## src/rtl/wb_stage_pkg.sv

```systemverilog
// wb_stage_pkg: shared definitions for the writeback stage.
//   REG_BUS_W / REG_ADDR_W : register-file data and address widths
//   ld_size_e              : load-size encodings (byte/half/word/dword)
//   EBREAK_INST            : instruction word that halts the core on commit
//   wb_state_e             : writeback control states
package wb_stage_pkg;

    localparam int unsigned REG_BUS_W  = 64;
    localparam int unsigned REG_ADDR_W = 5;

    typedef enum logic [1:0] {
        LD_B = 2'd0,
        LD_H = 2'd1,
        LD_W = 2'd2,
        LD_D = 2'd3
    } ld_size_e;

    localparam logic [31:0] EBREAK_INST = 32'h0010_0073;

    typedef enum logic {
        WB_RUN  = 1'b0,
        WB_HALT = 1'b1
    } wb_state_e;

endpackage

```

## src/rtl/wb_load_ext.sv

```systemverilog
// wb_load_ext: combinational load-data formatter.
//   rdata       in  : aligned doubleword from data memory
//   off         in  : byte offset within the doubleword
//   size        in  : access size (byte/half/word/dword)
//   is_unsigned in  : zero-extend instead of sign-extend (ignored for dword)
//   data        out : shifted, extended load result
//   misaligned  out : offset not naturally aligned for the access size
module wb_load_ext
    import wb_stage_pkg::*;
#(
    parameter int unsigned XLEN = 64
) (
    input  logic [XLEN-1:0] rdata,
    input  logic [2:0]      off,
    input  ld_size_e        size,
    input  logic            is_unsigned,
    output logic [XLEN-1:0] data,
    output logic            misaligned
);

    logic [XLEN-1:0] sh;

    always_comb begin
        sh         = rdata >> {off, 3'b000};
        data       = sh;
        misaligned = 1'b0;
        case (size)
            LD_B: begin
                data = is_unsigned ? {{(XLEN-8){1'b0}}, sh[7:0]}
                                   : {{(XLEN-8){sh[7]}}, sh[7:0]};
            end
            LD_H: begin
                data       = is_unsigned ? {{(XLEN-16){1'b0}}, sh[15:0]}
                                         : {{(XLEN-16){sh[15]}}, sh[15:0]};
                misaligned = off[0];
            end
            LD_W: begin
                data       = is_unsigned ? {{(XLEN-32){1'b0}}, sh[31:0]}
                                         : {{(XLEN-32){sh[31]}}, sh[31:0]};
                misaligned = (off[1:0] != 2'b00);
            end
            LD_D: begin
                data       = sh;
                misaligned = (off != 3'b000);
            end
            default: begin
                data       = sh;
                misaligned = 1'b0;
            end
        endcase
    end

endmodule

```

## src/rtl/wb_stage.sv

```systemverilog
// wb_stage: writeback stage, one-entry MEM/WB register with valid/ready.
//   clk, rst (async, active-low)
//   mem_valid_i / mem_ready_o         : handshake with MEM stage
//   mem_pc_i, mem_inst_i              : instruction identity
//   mem_rd_we_i, mem_rd_i             : destination register control
//   mem_alu_res_i                     : non-load result
//   mem_is_load_i, mem_ld_size_i,
//   mem_ld_unsigned_i, mem_ld_off_i,
//   mem_rdata_i                       : load formatting inputs
//   stall_i                           : downstream holds commit
//   we_o, waddr_o, wdata_o            : register-file write port
//   commit_valid_o, commit_pc_o,
//   commit_inst_o, instret_o          : difftest commit information
//   misalign_o                        : retiring load was misaligned
//   halt_o                            : sticky, ebreak committed
module wb_stage
    import wb_stage_pkg::*;
#(
    parameter int unsigned XLEN        = REG_BUS_W,
    parameter logic [31:0] EBREAK_INST = wb_stage_pkg::EBREAK_INST
) (
    input  logic                  clk,
    input  logic                  rst,
    input  logic                  mem_valid_i,
    output logic                  mem_ready_o,
    input  logic [XLEN-1:0]       mem_pc_i,
    input  logic [31:0]           mem_inst_i,
    input  logic                  mem_rd_we_i,
    input  logic [REG_ADDR_W-1:0] mem_rd_i,
    input  logic [XLEN-1:0]       mem_alu_res_i,
    input  logic                  mem_is_load_i,
    input  logic [1:0]            mem_ld_size_i,
    input  logic                  mem_ld_unsigned_i,
    input  logic [2:0]            mem_ld_off_i,
    input  logic [XLEN-1:0]       mem_rdata_i,
    input  logic                  stall_i,
    output logic                  we_o,
    output logic [REG_ADDR_W-1:0] waddr_o,
    output logic [XLEN-1:0]       wdata_o,
    output logic                  commit_valid_o,
    output logic [XLEN-1:0]       commit_pc_o,
    output logic [31:0]           commit_inst_o,
    output logic [XLEN-1:0]       instret_o,
    output logic                  misalign_o,
    output logic                  halt_o
);

    wb_state_e             state;
    wb_state_e             state_next;

    logic                  wb_valid;
    logic [XLEN-1:0]       wb_pc;
    logic [31:0]           wb_inst;
    logic                  wb_rd_we;
    logic [REG_ADDR_W-1:0] wb_rd;
    logic [XLEN-1:0]       wb_wdata;
    logic                  wb_mis;
    logic [XLEN-1:0]       instret;

    logic [XLEN-1:0]       ext_data;
    logic                  ext_mis;
    logic                  fire;
    logic                  capture;

    wb_load_ext #(
        .XLEN (XLEN)
    ) u_load_ext (
        .rdata       (mem_rdata_i),
        .off         (mem_ld_off_i),
        .size        (ld_size_e'(mem_ld_size_i)),
        .is_unsigned (mem_ld_unsigned_i),
        .data        (ext_data),
        .misaligned  (ext_mis)
    );

    assign fire = wb_valid & ~stall_i & (state == WB_RUN);

    // Gated with rst so the stage never advertises ready while held in reset.
    assign mem_ready_o = rst & (state == WB_RUN) & (~wb_valid | fire);
    assign capture     = mem_valid_i & mem_ready_o;

    always_ff @(posedge clk or negedge rst) begin
        if (!rst) begin
            state <= WB_RUN;
        end else begin
            state <= state_next;
        end
    end

    always_comb begin
        state_next = state;
        case (state)
            WB_RUN:  if (fire && (wb_inst == EBREAK_INST)) state_next = WB_HALT;
            WB_HALT: state_next = WB_HALT;
            default: state_next = WB_RUN;
        endcase
    end

    always_ff @(posedge clk or negedge rst) begin
        if (!rst) begin
            wb_valid <= 1'b0;
            wb_pc    <= '0;
            wb_inst  <= '0;
            wb_rd_we <= 1'b0;
            wb_rd    <= '0;
            wb_wdata <= '0;
            wb_mis   <= 1'b0;
        end else if (capture) begin
            wb_valid <= 1'b1;
            wb_pc    <= mem_pc_i;
            wb_inst  <= mem_inst_i;
            wb_rd_we <= mem_rd_we_i;
            wb_rd    <= mem_rd_i;
            wb_wdata <= mem_is_load_i ? ext_data : mem_alu_res_i;
            wb_mis   <= mem_is_load_i & ext_mis;
        end else if (fire) begin
            wb_valid <= 1'b0;
        end
    end

    always_ff @(posedge clk or negedge rst) begin
        if (!rst) begin
            instret <= '0;
        end else if (fire) begin
            instret <= instret + 1'b1;
        end
    end

    assign we_o           = fire & wb_rd_we & (wb_rd != '0) & ~wb_mis;
    assign waddr_o        = wb_rd;
    assign wdata_o        = wb_wdata;
    assign commit_valid_o = fire;
    assign commit_pc_o    = wb_pc;
    assign commit_inst_o  = wb_inst;
    assign instret_o      = instret;
    assign misalign_o     = fire & wb_mis;
    assign halt_o         = (state == WB_HALT);

endmodule

```

## config.mk

```make
export PLATFORM = sky130hd
export DESIGN_NAME = wb_stage
export DESIGN_NICKNAME = d
export VERILOG_FILES = /design/src/rtl/wb_stage_pkg.sv /design/src/rtl/wb_load_ext.sv /design/src/rtl/wb_stage.sv
export SDC_FILE = /design/constraint.sdc
export NUM_CORES = 1
export LEC_CHECK = 0
export CORE_ASPECT_RATIO = 0.5
export CORE_MARGIN = 2
export CORE_UTILIZATION = 48
export CTS_BUF_LIST = sky130_fd_sc_hd__clkbuf_8 sky130_fd_sc_hd__clkbuf_16
export DETAILED_ROUTE_END_ITERATION = 16
export PLACE_DENSITY = 0.92
export SETUP_SLACK_MARGIN = 0.3
export SYNTH_ARGS = -nofsm -noshare
export SYNTH_HDL_FRONTEND = slang
export SYNTH_SLANG_ARGS = --single-unit
```

## constraint.sdc

```tcl
create_clock -name clk -period 3.5 [get_ports clk]
set_clock_uncertainty 0.1 [all_clocks]
set_input_delay 0.525 -clock clk [delete_from_list [all_inputs] [get_ports clk]]
set_output_delay 0.525 -clock clk [all_outputs]
set_load 0.03 [all_outputs]
```

# Word-level counts from Yosys, hierarchy flattened
# Cells that the tools add are included.
# totals
regBits	233
inputBits	241
out_inout_bits	234
wordCells	46
# classes
n_addsub	1
eq_ne	4
shift	1
mux	10
n_bitwise	15
reduce_logical	6
# op_table
operator	count
two-way mux 64 bit	4
case mux 64 bit (4 select lines)	1
adder 64 x 1 -> 64 bit (second input constant)	1
right shift 64 x 6 -> 64 bit	1
equality test 32 x 21 -> 1 bit (second input constant)	1
AND 1 bit	10
nonzero test 5 bit	1
equality test 2 bit (second input constant)	2
NOT 1 bit	4
nonzero test 2 bit	2
two-way mux 1 bit	3
case mux 1 bit (3 select lines)	1
nonzero test 3 bit	1
equality test 2 x 1 -> 1 bit (second input constant)	1
logical NOT 2 bit	1
case mux 1 bit (2 select lines)	1
logical AND 1 bit	1
OR 1 bit	1

# Longest topological paths before layout
# Gate-level depths: netlist of run 1.
# logic_depth
depth_word	7
ltp_mapped	9
mapped_depth_nobuf	6

# Modules after synthesis
# Synthesis of run 1 repeated with hierarchy kept, for this count alone.
# unflattened
hier_cells	1051
hier_area_um2	12233.0
# modules_own_cells
mod	instances	cells_per_inst	area_each_um2	seq_area_each_um2
wb_stage	1	790	9862.0	5830.6
wb_load_ext	1	261	2371.0	0.0

# Worst setup path after synthesis of run 1
# No wires, ideal clock.
# synth_timing
path_kind	reg-to-output
start	reg state (netlist: halt_o)
end	out we_o
arrival_ps	2334
required_time_ps	2875
path_slack_ps	541
path_stages_with_launch	4
n_path_buf	0
cell_sequence	dfrtp_1 > nor3b_1 > nand3b_1 > a21oi_1
# synth_between
elab_chain_len	5
# synth_lines
element	line_no	source
start, declared	wb_stage.sv:48	wb_state_e state;
start signal, assigned	wb_stage.sv:86	state <= state_next;
NOT 1 bit	wb_stage.sv:76	assign fire = wb_valid & ~stall_i & (state == WB_RUN);
AND 1 bit	wb_stage.sv:76	
net commit_valid_o	wb_stage.sv:40	output logic commit_valid_o,
AND 1 bit (3 in a row)	wb_stage.sv:129	assign we_o = fire & wb_rd_we & (wb_rd != '0) & ~wb_mis;
end, declared	wb_stage.sv:37	output logic we_o,
# The timed path passes the listed nets, and every way through them passes these cells.

# Final worst setup path of run 1
# layout_timing
start	in stall_i
end	out we_o
# layout_between
elab_chain_len	6
# layout_lines
element	line_no	source
start, declared	wb_stage.sv:36	input logic stall_i,
NOT 1 bit	wb_stage.sv:76	
AND 1 bit (2 in a row)	wb_stage.sv:76	
AND 1 bit (3 in a row)	wb_stage.sv:129	
# Every way passes these cells.

==> results of run 1 <==
==> critical path, stage by stage <==
cell,delay (ns)
sky130_fd_sc_hd__clkdlybuf4s50_1,0.48
sky130_fd_sc_hd__nor3b_1,0.27
sky130_fd_sc_hd__buf_4,0.21
sky130_fd_sc_hd__nand3b_1,0.09
sky130_fd_sc_hd__a21oi_1,0.12
sky130_fd_sc_hd__clkdlybuf4s50_1,0.69
==> metal layers <==
| metal | up-vias | part of all wire | routed length (um) | GRT usage |
|---|---|---|---|---|
| li1 | 5299 | - | - | - |
| met1 | 5790 | 0.37 | 16200 | 0.390 |
| met2 | 706 | 0.50 | 22000 | 0.562 |
| met3 | 155 | 0.089 | 3910 | 0.0811 |
| met4 | 2 | 0.046 | 2040 | 0.132 |
| met5 | - | 0.00025 | 11 | 0 |
==> power groups by stage <==
stage                     registers (mW)  clock network, mW  logic (mW)
final                               3.32               2.62        2.75
after global placement              3.34                  0        2.68
after floorplan                     4.01                  0       0.679
after detailed placement            3.35                  0        2.72
after CTS                           3.31               2.63        2.74
after global routing                3.36               2.76        2.88
==> sequential cells by signal, indices dropped and copies added, names as in the netlist <==
signal and cells:
instret_o 64, wb_mis 1, wdata_o 64, commit_pc_o 64
commit_inst_o 32, wb_rd_we 1, halt_o 1, waddr_o 5
wb_valid 1
==> Yosys cell counts (4+ instances only) <==
library cell,number,area share
sky130_fd_sc_hd__nand2_1,384,0.12
sky130_fd_sc_hd__dfrtp_1,233,0.48
sky130_fd_sc_hd__clkbuf_1,70,0.022
sky130_fd_sc_hd__nand3_1,56,0.023
sky130_fd_sc_hd__o21ai_0,43,0.018
sky130_fd_sc_hd__mux4_2,36,0.067
sky130_fd_sc_hd__a32o_1,33,0.027
sky130_fd_sc_hd__or2_2,33,0.017
sky130_fd_sc_hd__xnor2_1,32,0.023
sky130_fd_sc_hd__a221oi_1,31,0.022
sky130_fd_sc_hd__xor2_1,31,0.022
sky130_fd_sc_hd__a21oi_1,25,0.010
sky130_fd_sc_hd__mux2i_1,22,0.018
sky130_fd_sc_hd__nor2_1,22,0.0068
sky130_fd_sc_hd__nand4_1,20,0.010
sky130_fd_sc_hd__nor3_1,18,0.0075
sky130_fd_sc_hd__and3_1,17,0.0088
sky130_fd_sc_hd__buf_1,10,0.0031
sky130_fd_sc_hd__inv_1,10,0.0031
sky130_fd_sc_hd__a31oi_1,9,0.0047
sky130_fd_sc_hd__buf_2,9,0.0037
sky130_fd_sc_hd__mux2_2,9,0.0084
sky130_fd_sc_hd__nor3_2,9,0.0075
sky130_fd_sc_hd__or3_1,9,0.0047
sky130_fd_sc_hd__a22o_1,8,0.0058
sky130_fd_sc_hd__a21o_1,7,0.0044
sky130_fd_sc_hd__a41oi_1,7,0.0051
sky130_fd_sc_hd__o2bb2ai_1,7,0.0051
sky130_fd_sc_hd__and2_1,6,0.0031
sky130_fd_sc_hd__nor4_1,6,0.0031
sky130_fd_sc_hd__and4_1,5,0.0036
sky130_fd_sc_hd__nor2b_1,4,0.0021
==> area by class of cell <==
cell class                      count  share of cell area
Clock inverter                     11             0.00795
Timing Repair Buffer              502               0.279
Antenna cell                        2            0.000279
Inverter                           11             0.00230
Tap cell                          336              0.0234
Clock buffer                       29              0.0361
Sequential cell                   233               0.325
Multi-Input combinational cell    921               0.326
==> cells in the final DEF (no fill, tap or decap), drive strengths merged, types with 4 or more instances in the layout <==
cell           instances
nor4                   7
and3                  17
nor3                  27
a22o                   8
nand4                 21
mux2i                 22
or2                   33
a41oi                  7
o21ai                 43
clkdlybuf4s50        470
and4                   5
nor2b                  4
dfrtp                233
and2                   7
nor2                  22
xor2                  31
xnor2                 32
o2bb2ai                7
buf                   31
mux2                   9
a221oi                31
nand2                385
clkbuf                29
mux4                  36
a32o                  33
inv                   15
a21o                   7
or3                    9
a21oi                 25
a31oi                  9
nand3                 56
==> metrics by stage <==
step / area (um2) / hold WS (ns)
4_1_cts: 17900 / 0.308
6_report: 17900 / 0.320
2_1_floorplan: 12100 / 0.129
3_3_place_gp: 17100 / 0.275
5_1_grt: 17900 / 0.334
3_5_place_dp: 17100 / 0.274
==> cell families after synthesis <==
group	Yosys count
buffers and inverters	102
adder cells (fa/ha/maj)	1
AND/OR/NAND/NOR	613
multiplexers	67
flip-flops	233
XOR/XNOR	63
AO/OA/AOI/OAI	177
==> final timing paths <==
kind | depth (start not counted) | to | startpoint | slack [ns]
setup reg to reg | 5 | instret_o[53] | instret_o[37] | 0.72
hold reg to reg | 2 | commit_pc_o[24] | commit_pc_o[24] | 0.38
max in group asynchronous | 4 | wdata_o[58] | rst | 0.93
hold / removal | 2 | commit_inst_o[16] | rst | 0.32
min in group clk | 2 | commit_pc_o[24] | commit_pc_o[24] | 0.38
setup / recovery | 6 | we_o | stall_i | 0.49
==> parameters.txt, run 1 <==
Parameter                              Value

Outcome
  Result of the run ... complete, no violations

Routing
  Detailed-route via count ... 12000
  Routed length per placed instance ... between 20 and 25 um
  Vias/cell ... 5.84
  Antenna Violating Nets Remaining ... 0
  DRC violations left ... 0
  DRT Pass-1 Iters ... 6
  Iteration-0 DRC Markers ... between 1500 and 2000
  Total detailed-routing wirelength ... 44.1 mm

Clock network
  Hold-fix buffers at CTS ... 1
  Post-CTS resize count ... 0
  Inserted Clock Buffers ... 22
  Maximum level of the CTS H-tree ... 1
  Clock transition at path regs ... 0.07 ns
  CTS Root Cell ... sky130_fd_sc_hd__clkbuf_16
  Clock latency on the worst-skew pair ... 0.53 ns
  Number of post-CTS setup repair buffers ... 0
  Number of buffers on the longest clock path ... 3
  TritonCTS clock tree ... built
  Clock sinks ... roughly 230

Floorplan
  Row count ... 40
  Horizontal die dimension ... 228 um
  # IOs ... 475
  Area inside the core boundary ... 0.0243 mm2
  Die area ... 0.0265 mm2
  Height of the die ... 116 um
  Initial cell density of the core ... 0.496

Yosys
  Count of different cell masters after synthesis ... 56
  Post-synthesis async set-or-reset flop share ... 1.00
  Mapped Nets ... 1498
  Compound-gate portion of the synthesized area ... 0.108
  Proportion of synthesized area in mux cells ... 0.0938
  Post-synthesis share of cell area spent on and, or, nand and nor gates ... 0.235
  Cell area after synthesis ... 0.0121 mm2
  Number of enable-type register cells in the synthesized netlist ... 0
  Synthesis Warnings ... 0
  Synthesized-area fraction occupied by adder cells ... 0.00104
  Largest family of logic cells by synthesized area ... simple AND/OR/NAND/NOR gates
  Count of mapped cells out of synthesis ... around 1300
  Mean instance size in the synthesized netlist ... 9.61 um2
  Most instantiated flip-flop cell in the synthesis netlist ... sky130_fd_sc_hd__dfrtp_1
  Number of storage elements in the synthesis netlist ... 233
  Sequential-to-total area share from yosys stat ... 0.483
  Xor and xnor fraction of the mapped netlist area ... 0.0457

STA
  Final period demand of the worst path ... roughly 3.0 ns
  Final Setup Violations ... 0
  Final Hold Viols ... 0
  Slew @ Worst Pin ... 0.990 ns
  Final Worst Setup Slack ... 0.490 ns
  Max Clock Freq ... ~0.33 GHz
  RSZ-0062 raised after global routing ... no
  Fraction of the cycle the final worst path needs ... 0.860
  Total Negative Setup Slacks ... 0 ns
  Worst slew margin relative to its limit ... 0.340
  Slew Limit Fails ... 0

Finish
  Utilization after layout ... 0.737
  Total of fill cells in the finished design ... 1668
  Final net count ... 1933
  Non-filler cells, final ... 2045
  Fraction of layout cells with a size suffix above 1 ... 0.0949
  Area growth from synthesis to layout ... 48.5%
  Multi-input gate area ... 0.00584 mm2
  Register area ... 0.00583 mm2

Setup path
  Type of the worst setup path ... in -> out
  Largest fanout of any net on the critical path ... 7
  Element type at the critical path start ... input port
  Worst EP required ... 2.87 ns
  Arrival time at the worst endpoint ... 2.38 ns
  Crit path capture type ... primary output

Power and ir drop
  Internal Power ... 5.78 mW
  Highest ir drop seen on vdd ... 0.282 mV
  Power density relative to cell area ... 485 mW/mm2
  LEAKAGE ... between 7 and 8 nW
  Combinational share of power ... 0.316
  Proportion of power drawn by flip-flops and latches ... 0.382
  Overall power of the completed layout ... 8.69 mW
  Switch Pwr ... 2.91 mW
  Part of the power in the clock network ... 0.302
  Switching share of power ... 0.335

Placement
  Final estimated routing congestion in global placement ... 0.982
  Number of instances in the placed design ... 2002
  HPWL after detailed placement ... about 33 mm
  DP Worst Slack ... between 0.4 and 0.5 ns
  Total of buffers placed on input and output ports ... ~470

Global routing
  Via count of the first global-routing pass ... 11700
  Global-route wire length before repair ... 66.3 mm
  Pin count of the biggest net entering global routing ... 141
  Global-route usage over all layers ... 0.322
  Number of antenna violations at the first check in global routing ... 2
  Grt total ovfl ... 0

Min path
  Min-delay worst type ... in -> async

Job
  Maximum Capacitance Violations ... 0
(Power assumes the default switching activity.)
==> run 2: changes to the inputs <==
--- a/config.mk
+++ b/config.mk
@@ -10,6 +10,7 @@
 export CORE_UTILIZATION = 48
 export CTS_BUF_LIST = sky130_fd_sc_hd__clkbuf_8 sky130_fd_sc_hd__clkbuf_16
 export DETAILED_ROUTE_END_ITERATION = 16
+export GPL_TIMING_DRIVEN = 0
 export PLACE_DENSITY = 0.92
 export SETUP_SLACK_MARGIN = 0.3
 export SYNTH_ARGS = -nofsm -noshare
==> run 2 against run 1 <==
  * First-iteration DRC count fell by 9.6%
  * Total power rose by 1.2%
  * Die area did not move
  * Critical path type unchanged
  * Largest power group unchanged
==> parameters.txt, run 2 (synthesis gave the netlist of run 1 again) <==
Parameter                              Value

Setup path
  Arrival time at the worst endpoint ... 2.48 ns (+0.10 ns)
  Largest fanout of any net on the critical path ... 7 (unchanged)
  Worst EP required ... 2.87 ns (about the same)
  Crit path capture type ... primary output
  Worst reg2reg setup slack ... 0.69 ns (-0.03 ns)
  Element type at the critical path start ... input port
  Type of the worst setup path ... in -> out
  Launch instance of the worst register-to-register path ... halt_o
  Depth of the worst register-to-register path ... 6 (+1)
  Endpoint of the worst-slack reg-to-reg timing path ... commit_pc_o[23]

Floorplan
  # IOs ... 475 (unchanged)
  Horizontal die dimension ... 228 um (unchanged)
  Row count ... 40 (unchanged)
  Die area ... 0.0265 mm2 (unchanged)
  Initial cell density of the core ... 0.496 (unchanged)
  Height of the die ... 116 um (unchanged)
  Area inside the core boundary ... 0.0243 mm2 (unchanged)

Clock network
  Maximum level of the CTS H-tree ... 1 (unchanged)
  Clock sinks ... 233 (unchanged)
  TritonCTS clock tree ... built
  Clock transition at path regs ... 0.06 ns (about the same)
  Number of buffers on the longest clock path ... 3 (unchanged)
  Inserted Clock Buffers ... 22 (unchanged)
  Clock latency on the worst-skew pair ... 0.53 ns (about the same)
  CTS Root Cell ... sky130_fd_sc_hd__clkbuf_16

Routing
  Total detailed-routing wirelength ... 48.4 mm (+9.6%)
  Met3 Wirelength ... 4.63 mm (+19%)
  Iteration-0 DRC Markers ... 1445 (-9.6%)
  Routed length per placed instance ... 22.9 um (+6.2%)
  Vias/cell ... 5.87 (+0.42%)
  DRT Pass-1 Iters ... 5 (-1)
  Uppermost signal routing layer after detailed routing ... met5
  Detailed-route via count ... 12400 (+3.7%)
  Antenna Violating Nets Remaining ... 0 (unchanged)
  M1 WL ... 18.0 mm (+11%)
  DRC violations left ... 0 (unchanged)
  Met2 wire length ... 23.1 mm (+5.0%)

Placement
  Number of instances in the placed design ... 2065 (+3.1%)
  DP Worst Slack ... -0.129 ns (-0.575 ns)
  HPWL after detailed placement ... 37.0 mm (+13%)
  Total of buffers placed on input and output ports ... 471 (-0.63%)
  Final estimated routing congestion in global placement ... 1.01 (+3.2%)

Finish
  Final net count ... 1999 (+3.4%)
  Fraction of layout cells with a size suffix above 1 ... 0.0846 (-0.0103)
  Most common cell after layout, fill and taps aside ... sky130_fd_sc_hd__clkdlybuf4s50_1
  Most frequent cells in the layout ... sky130_fd_sc_hd__clkdlybuf4s50_1, sky130_fd_sc_hd__nand2_1, sky130_fd_sc_hd__dfrtp_1
  Total of fill cells in the finished design ... 1660 (-0.48%)
  Non-filler cells, final ... 2111 (+3.2%)
  Area growth from synthesis to layout ... 50.5%

STA
  Final Setup Violations ... 0 (unchanged)
  Hold slack ... 0.0122 ns (-0.307 ns)
  RSZ-0062 raised after global routing ... no
  Max Clock Freq ... 0.322 GHz (-3.0%)
  Fraction of the cycle the final worst path needs ... 0.887 (+0.0270)
  Worst slew margin relative to its limit ... 0.328 (-0.0121)
  Final period demand of the worst path ... 3.10 ns (+0.0944 ns)
  Slew Limit Fails ... 0 (unchanged)
  Final Hold Viols ... 0 (unchanged)
  Slew @ Worst Pin ... 1.00 ns (+0.0105 ns)
  Total Negative Setup Slacks ... 0 ns (unchanged)
  Final Worst Setup Slack ... 0.396 ns (-0.0944 ns)

Power and ir drop
  LEAKAGE ... 8.01 nW (+0.52%)
  Power density relative to cell area ... 484 mW/mm2 (about the same)
  Highest ir drop seen on vdd ... 0.306 mV (+8.6%)

Global routing
  Number of antenna violations at the first check in global routing ... 3 (+1)
  Global-route usage over all layers ... 0.357 (+0.0349)
  Global-route wire length before repair ... 72.0 mm (+8.6%)
  Grt total ovfl ... 0 (unchanged)
  Via count of the first global-routing pass ... 12300 (+5.2%)
  Pin count of the biggest net entering global routing ... 82 (-42%)

Job
  Maximum Capacitance Violations ... 0 (unchanged)

Outcome
  Result of the run ... complete, no violations

Min path
  Min-delay worst type ... in -> async
run 2: area by class of cell:
type | count | area [um2] | share of cell area
Sequential cell | 233 | 5830 | 0.321
Inverter | 11 | 41.3 | 0.00227
Clock inverter | 16 | 210 | 0.0116
Tap cell | 336 | 420 | 0.0231
Multi-Input combinational cell | 921 | 5840 | 0.322
Clock buffer | 24 | 578 | 0.0318
Antenna cell | 2 | 5.00 | 0.000275
Buffer | 91 | 372 | 0.0205
Timing Repair Buffer | 477 | 4870 | 0.268
run 2: critical path, cell delays in order:
cell	delay, ns
sky130_fd_sc_hd__clkdlybuf4s50_1	0.51
sky130_fd_sc_hd__nor3b_4	0.47
sky130_fd_sc_hd__nand3b_1	0.14
sky130_fd_sc_hd__a21oi_1	0.13
sky130_fd_sc_hd__clkdlybuf4s50_1	0.69
run 2: report_power, final:
group          internal [mW]  switching, mW
Sequential              3.05          0.279
Clock                   1.51           1.14
Combinational           1.21           1.60
run 2: through the flow:
stage          utilization  area (um2)  power [mW]
2_1_floorplan            -       12100        4.69
3_3_place_gp         0.708       17200        6.06
3_5_place_dp         0.710       17300        6.12
4_1_cts              0.747       18200        8.80
5_1_grt              0.747       18200        9.11
6_report             0.747       18200        8.80
run 2: per-layer routing:
metal | global-route usage | vias up
met5 | 0 | -
met4 | 0.169 | 4
met3 | 0.101 | 188
met2 | 0.601 | 722
met1 | 0.434 | 6034
li1 | - | 5441
run 2: how the worst max path moves through the flow:
stage,start,to,slack [ns],cells past startpoint
final,stall_i,we_o,0.40,5
after global routing,halt_o,we_o,0.32,4
after floorplan,halt_o,we_o,0.54,3
after detailed placement,stall_i,we_o,-0.13,5
after CTS,stall_i,we_o,0.40,5
after global placement,rst,wdata_o[61],-10.18,5
run 2: what timing repair did:
item                                    CTS  global route
endpoints found under the setup margin    3             0
setup buffers                             0             0
resized for setup                         2             0
hold buffers                              4             0
hold endpoints to repair                 80             0
